### src/rtl/arith_pkg.sv
// arith_pkg: shared FSM encodings, width constants and helpers for the serial multiplier/divider
package arith_pkg;
  typedef enum logic [1:0] {
    IDLE = 2'd0,
    PREP = 2'd1,
    RUN  = 2'd2,
    FIX  = 2'd3
  } arith_state_t;
  // Multiplier yields MUL_OUT_FACTOR*WIDTH bits; divider yields WIDTH-bit quotient and remainder
  localparam int MUL_OUT_FACTOR = 2;
  localparam int DIV_OUT_FACTOR = 1;
  function automatic int ceil_log2(input int n);
    int r;
    r = 0;
    while ((1 << r) < n) r++;
    return r;
  endfunction
endpackage

### src/rtl/restoring_div_step.sv
// restoring_div_step: one radix-2 restoring step (shift in dividend bit, trial-subtract, select)
module restoring_div_step #(
  parameter int WIDTH = 8
) (
  input  logic [WIDTH:0]   rem,
  input  logic             bit_in,
  input  logic [WIDTH-1:0] dvs,
  output logic [WIDTH:0]   rem_next,
  output logic             q_bit
);
  logic [WIDTH+1:0] shifted;
  logic [WIDTH+1:0] diff;
  assign shifted  = {rem, bit_in};
  assign diff     = shifted - {2'b00, dvs};
  assign q_bit    = shifted >= {2'b00, dvs};
  assign rem_next = q_bit ? diff[WIDTH:0] : shifted[WIDTH:0];
endmodule

### src/rtl/radix2_serial_div.sv
// radix2_serial_div: signed WIDTH-bit serial restoring divider, one quotient bit per cycle
module radix2_serial_div
  import arith_pkg::*;
#(
  parameter int WIDTH = 8
) (
  input  logic             clk,
  input  logic             rst,
  input  logic [WIDTH-1:0] in_x,
  input  logic [WIDTH-1:0] in_y,
  input  logic             start,
  output logic [WIDTH-1:0] quotient,
  output logic [WIDTH-1:0] remainder,
  output logic             div_by_zero,
  output logic             finished
);
  localparam int CW = ceil_log2(WIDTH + 1);
  localparam logic [CW-1:0] LAST = CW'(WIDTH - 1);
  arith_state_t state, next_state;
  logic [WIDTH-1:0] x_r, y_r, mag_y, dq;
  logic [WIDTH:0]   rem, rem_next;
  logic [CW-1:0]    cnt;
  logic             sign_q, sign_r, dbz, q_bit;
  restoring_div_step #(.WIDTH(WIDTH)) u_step (
    .rem      (rem),
    .bit_in   (dq[WIDTH-1]),
    .dvs      (mag_y),
    .rem_next (rem_next),
    .q_bit    (q_bit)
  );
  assign finished = state == IDLE;
  always_comb begin
    next_state = state;
    next_state = state == IDLE ? (start ? PREP : IDLE) :
                 state == PREP ? RUN :
                 state == RUN  ? (cnt == LAST ? FIX : RUN) : IDLE;
  end
  always_ff @(posedge clk or posedge rst)
    if (rst) state <= IDLE;
    else     state <= next_state;
  // dq holds the dividend magnitude and fills with quotient bits as it shifts out
  always_ff @(posedge clk or posedge rst)
    if (rst) begin
      x_r         <= '0;
      y_r         <= '0;
      mag_y       <= '0;
      dq          <= '0;
      rem         <= '0;
      cnt         <= '0;
      sign_q      <= 1'b0;
      sign_r      <= 1'b0;
      dbz         <= 1'b0;
      quotient    <= '0;
      remainder   <= '0;
      div_by_zero <= 1'b0;
    end else begin
      if (state == IDLE && start) begin
        x_r <= in_x;
        y_r <= in_y;
      end
      if (state == PREP) begin
        dq     <= x_r[WIDTH-1] ? -x_r : x_r;
        mag_y  <= y_r[WIDTH-1] ? -y_r : y_r;
        sign_q <= x_r[WIDTH-1] ^ y_r[WIDTH-1];
        sign_r <= x_r[WIDTH-1];
        dbz    <= y_r == '0;
        rem    <= '0;
        cnt    <= '0;
      end
      if (state == RUN) begin
        rem <= rem_next;
        dq  <= {dq[WIDTH-2:0], q_bit};
        cnt <= cnt + 1'b1;
      end
      if (state == FIX) begin
        quotient    <= dbz ? '1 : (sign_q ? -dq : dq);
        remainder   <= sign_r ? -rem[WIDTH-1:0] : rem[WIDTH-1:0];
        div_by_zero <= dbz;
      end
    end
endmodule
### config.mk
export PLATFORM = sky130hd
export DESIGN_NAME = radix2_serial_div
export DESIGN_NICKNAME = d
export VERILOG_FILES = /design/src/rtl/arith_pkg.sv /design/src/rtl/restoring_div_step.sv /design/src/rtl/radix2_serial_div.sv
export SDC_FILE = /design/constraint.sdc
export NUM_CORES = 1
export LEC_CHECK = 0
export CAP_MARGIN = 40
export CORE_ASPECT_RATIO = 1.75
export CORE_MARGIN = 2
export CORE_UTILIZATION = 33
export DETAILED_ROUTE_END_ITERATION = 8
export MAX_ROUTING_LAYER = met4
export PLACE_DENSITY_LB_ADDON = 0.3
export SETUP_SLACK_MARGIN = 0.05
export SLEW_MARGIN = 20
export SYNTH_ARGS = -nofsm -noshare
export SYNTH_HDL_FRONTEND = slang
export SYNTH_SLANG_ARGS = --single-unit
### constraint.sdc
create_clock -name clk -period 4.1 [get_ports clk]
set_clock_uncertainty 0.15 [all_clocks]
set_input_delay 0.615 -clock clk [delete_from_list [all_inputs] [get_ports clk]]
set_output_delay 0.615 -clock clk [all_outputs]
set_load 0.01 [all_outputs]
== Word-level counts from Yosys, hierarchy flattened ==
Cells that the tools add are included.

* Latch bits: 0
* Register bits: 67
* Memory bits (writable): 0
* Word-level logic and storage cells: 46
* Memories: 0
* Output and inout bits: 18
* Bits in read-only memories: 0

* Multiply operators: 0
* Muxes and demuxes: 17
* Divide/modulo/power cells: 0
* Shift operators: 0
* Bitwise gates (word level): 1
* $lt $le $gt $ge: 1
* Reductions and logical operators: 4
* Equal/unequal tests: 4
* Add/subtract/negate cells: 6

{| class="wikitable"
|+ Operator list
! cell !! count
|-
| $mux 8 || 7
|-
| $neg 8->8 || 4
|-
| $mux 9 || 3
|-
| $ge 10x8->1 || 1
|-
| $sub 9x8->9 || 1
|-
| $logic_not 8->1 || 1
|-
| $mux 4 || 2
|-
| $mux 2 || 3
|-
| $add 4x1->4 const B || 1
|-
| $eq 2x2->1 const B || 2
|-
| $eq 4x3->1 const B || 1
|-
| $eq 2x1->1 const B || 1
|-
| $logic_not 2->1 || 1
|-
| $mux 1 || 2
|-
| $reduce_bool 2->1 || 1
|-
| $logic_and 1x1->1 || 1
|-
| $xor 1x1->1 || 1
|}

== Longest topological paths before layout ==
* Depth in word-level cells: 5
* Gate-level depth with buffers: 10
* Mapped depth without buffers: 10

== By module ==
A second synthesis with hierarchy kept.

* Cells, all modules: 391
* Area total of the unflattened synthesis: 3,752.3 µm²

{| class="wikitable"
|+ By module, submodules not included
! module !! instances !! sequential area each (µm²) !! area an instance (µm²) !! cells each
|-
| radix2_serial_div || 1 || 1,676.6 || 3,229.3 || 316
|-
| restoring_div_step || 1 || 0.0 || 523.0 || 75
|}

== Least setup slack after synthesis ==
Ideal clock, no wire load.

* Kind: reg-to-reg
* Start: register dq[7]
* End: register rem[1]
* Stages on the path, launching flop included: 11
* Arrival time: 1.994 ns
* Slack: 1.814 ns
* Data required time: 3.808 ns
* Path through: dfrtp_1 > inv_1 > ha_1 > inv_1 > fa_1 > a21o_1 > a211oi_1 > o211ai_2 > buf_4 > nand4_1 > o221ai_1

* Word-level cells in the longest chain between the ends: 3

{| class="wikitable"
|+ RTL lines
! element !! RTL line !! source
|-
| from (decl) || radix2_serial_div.sv:20 || <nowiki>logic [WIDTH-1:0] x_r, y_r, mag_y, dq;</nowiki>
|-
| from (signal assigned) || radix2_serial_div.sv:62 || <nowiki>dq <= x_r[WIDTH-1] ? -x_r : x_r;</nowiki>
|-
| from (signal assigned) || radix2_serial_div.sv:72 || <nowiki>dq <= {dq[WIDTH-2:0], q_bit};</nowiki>
|-
| $sub 9x8->9 or $ge 10x8->1 (tied branches) || restoring_div_step.sv:14, restoring_div_step.sv:15 ||
|-
| $mux 9 (*) || restoring_div_step.sv:16 || <nowiki>assign rem_next = q_bit ? diff[WIDTH:0] : shifted[WIDTH:0];</nowiki>
|-
| $mux 9 (*) || radix2_serial_div.sv:70 || <nowiki>if (state == RUN) begin</nowiki>
|-
| to (signal assigned) || radix2_serial_div.sv:71 || <nowiki>rem <= rem_next;</nowiki>
|-
| to (decl) || radix2_serial_div.sv:21 || <nowiki>logic [WIDTH:0] rem, rem_next;</nowiki>
|}

Mark *: on every way between the ends. The rest lies on a longest branch, timed or not.
A chain may end at the register's enable or synchronous reset.

== Final worst setup path ==
* Start: register dq[7]
* End: register rem[7]

Same word-level chain as after synthesis.

==> summary.txt <==
Run status
  • Status: finished, final reports clean

Die
  • Initial Util: 0.339
  • Site row count: 50
  • Die Y: roughly 140 um
  • Die W: between 80 and 90 um
  • Core Region: 10700 um2
  • Die footprint: 11900 um2
  • IO Pins: 37

Global route
  • First-pass GRT wire length: about 13 mm
  • Largest net degree at the start of global routing: 39
  • Vias in the first global route: 2650
  • All-Layer GR Usage: 0.138
  • Initial antenna violation count: 0
  • GRT overflow: 0

Logic synthesis
  • Ys flop type: dfrtp_1
  • Yosys Warn Count: 0
  • Most frequent cell after synthesis: dfrtp_1
  • Ys async rst share: 1.00
  • Mapped Nets: between 400 and 500
  • #FFs+latches synth: 67
  • Area leader, netlist: dfrtp_1
  • Register area share after synthesis: 0.462
  • Most common library cells after synthesis: 67 x dfrtp_1, 35 x nand2_1, 33 x nor2_1
  • Post-Synthesis Cells: between 300 and 400
  • Synthesized cell area: 3630 um2
  • EDFF count, synth: 0
  • Area share of the largest cell type after synthesis: 0.462
  • Synth unique cells: 48
  • Largest cells by area after synthesis: dfrtp_1 46%, mux2_2 7.4%, ha_1 5.9%, xor2_1 4.6%, nand2_1 3.6%
  • Syn avg cell area: approximately 9.9 um2

Drt
  • Final WL: 7.64 mm
  • Routed len/inst: between 10 and 15 um
  • Pre-antenna DRT Iters: 4
  • Final ANT Viol Nets: 0
  • Routed vias/inst: between 5 and 6
  • # DRC: 0
  • First DRT Iteration DRCs: around 130
  • Via count: 2686

Critical path
  • Arrival @ worst endpoint: 2.65 ns
  • CP max stage delay: ~0.4 ns
  • Critical-path top delay cell: dfrtp_1
  • Startpoint Class: flip-flop
  • Crit-path cells: inv_1 > ha_1 > inv_1 > fa_1 > a21o_1 > a211oi_1 > o211ai_2 > nor4_1 > a21oi_1 > o21ai_1
  • Reg2Reg Depth: 10
  • Crit path launch: dq[7]$_DFFE_PP0P_
  • Worst Path Required: 4.20 ns
  • Critical path destination: rem[7]$_DFFE_PP0P_
  • Crit path kind: flip-flop to flip-flop
  • Critical R2R Capture: rem[7]$_DFFE_PP0P_
  • Worst Path Max Fanout: 15
  • Worst R2R Start: dq[7]$_DFFE_PP0P_
  • Crit end category: flip-flop
  • R2R setup slack: approximately 1.6 ns
  • Crit path top cell by count: inv_1

STA
  • Slew @ Worst Pin: 0.749 ns
  • Fmax: 0.393 GHz
  • Final hold vios: 0
  • Slew Limit Fails: 0
  • Period utilization: 0.621
  • RSZ-0062 raised after global routing: false
  • Fin crit period: ~2.5 ns
  • TNS Setup: 0 ns
  • Endpoints failing setup: 0
  • Slew headroom: 0.501

CTS
  • TritonCTS clock tree: built
  • Cts bufs inserted: 9
  • CTS resizes: 0
  • Clock sink total: 67
  • Clock transition at path regs: about 0.050 ns
  • Worst-Skew Late Latency: approximately 0.32 ns
  • Hold_buf cts: 0
  • Clock tree buffer depth: 2
  • H-tree depth: 3
  • Post-CTS Setup Inserts: 0
  • Root Buffer Master: clkbuf_16

Layout
  • NumNets Final: ~440
  • Share of layout cells above drive strength 1: 0.111
  • # fillers: roughly 1100
  • Area growth syn-to-layout: 22.2%
  • ANT cells: 0
  • Cell area after layout: 4430 um2

Placement
  • Number of port buffers: 36
  • GP Congestion: 0.876
  • Post-DP HPWL: 5.83 mm
  • Post-Place Cell Area: between 4000 and 5000 um2

Power and ir drop
  • Power density over the cells: between 800 and 900 nW/um2
  • Leakage: 0.00196 uW
  • Peak VDD IR: between 0.3 and 0.4 mV

Run
  • Max Cap Violations: 0

Worst hold path
  • HP Class: flip-flop to flip-flop
==> layout make-up <==
class                   instances  area, um2  share of cell area
repair buffers                 41        425              0.0960
clock inverters                 2       35.0             0.00790
inverters                      26       97.6              0.0220
clock buffers                  14        254              0.0573
flip-flops and latches         67       1680               0.378
well taps                     130        163              0.0367
multi-input cells             255       1780               0.402
==> layout by cell type, fill, tap and decap left out, types with 5 or more instances in the layout <==
cell             Yosys  layout
nand2_1             35      35
inv_1               24      23
xnor2_1             11      11
o21ai_0             16      16
dfrtp_1             67      67
clkdlybuf4s50_1      0      36
nor2b_1              5       5
mux2_2              24      24
clkbuf_16            0       9
nor2_1              33      33
xor2_1              19      19
or3_1                5       5
a21oi_1             22      22
o31ai_1              5       5
nand3_1              8       8
mux2i_1              5       5
a31oi_1              9       9
ha_1                17      17
==> flip-flops by register name, summed over array words and instances (netlist names), 4 cells and up <==
| signal | flops |
|---|---|
| mag_y | 8 |
| x_r | 8 |
| dq | 8 |
| quotient | 8 |
| y_r | 8 |
| cnt | 4 |
| rem | 9 |
| remainder | 8 |
==> critical path: cells and delay by family, from the launching register on <==
family | cells | cell delay [ns]
compound gates | 5 | 0.94
fa+ha+maj | 2 | 0.54
buf+inv | 2 | 0.14
flops | 1 | 0.41
simple gates | 1 | 0.29
==> power by group <==
group          leakage, uW  internal, uW  switching [uW]
Clock             0.000141           487             261
Combinational      0.00101           890             975
Sequential        0.000809           970             316
Total              0.00196          2350            1550
==> cell families after synthesis <==
logic type | count (synthesis) | share of synthesized area
AOI/OAI and AO/OA | 79 | 0.141
xor gates and xnor gates | 30 | 0.0724
adders and majority gates | 18 | 0.0641
buffers and inverters | 43 | 0.0469
DFF | 67 | 0.462
muxes | 29 | 0.0883
and+or+nand+nor | 99 | 0.125
==> layer usage <==
layer | up-vias | part of all wire | GRT usage
met3 | 16 | 0.026 | 0.0191
met1 | 1288 | 0.42 | 0.151
met4 | 0 | 0.022 | 0.0751
li1 | 1339 | - | -
met5 | - | 0 | -
met2 | 43 | 0.53 | 0.242
==> worst min path at each step <==
| stage | start | end | slack (ns) | cells after the start |
|---|---|---|---|---|
| final | cnt[3]$_DFFE_PP0P_ | state[0]$_DFF_PP0_ | 0.34 | 1 |
| after global routing | mag_y[0]$_DFFE_PP0N_ | mag_y[0]$_DFFE_PP0N_ | 0.38 | 1 |
| after global placement | rem[8]$_DFFE_PP0P_ | rem[8]$_DFFE_PP0P_ | 0.33 | 1 |
| after detailed placement | rem[8]$_DFFE_PP0P_ | rem[8]$_DFFE_PP0P_ | 0.34 | 1 |
| after CTS | cnt[3]$_DFFE_PP0P_ | state[0]$_DFF_PP0_ | 0.35 | 1 |
| after floorplan | rem[8]$_DFFE_PP0P_ | rem[8]$_DFFE_PP0P_ | 0.31 | 1 |
==> metrics by stage <==
stage | hold WS, ns | worst slack [ns] | std cells | power, uW | util
after floorplan | 0.306 | 1.65 | 365 | 2630 | -
after global placement | 0.327 | 1.58 | 517 | 3120 | 0.383
after detailed placement | 0.338 | 1.52 | 518 | 3170 | 0.385
after CTS | 0.346 | 1.53 | 534 | 3950 | 0.412
after global routing | 0.379 | 1.32 | 535 | 4240 | 0.414
final | 0.342 | 1.55 | 535 | 3900 | 0.414
Note: power is estimated with default switching activity, not from simulation.
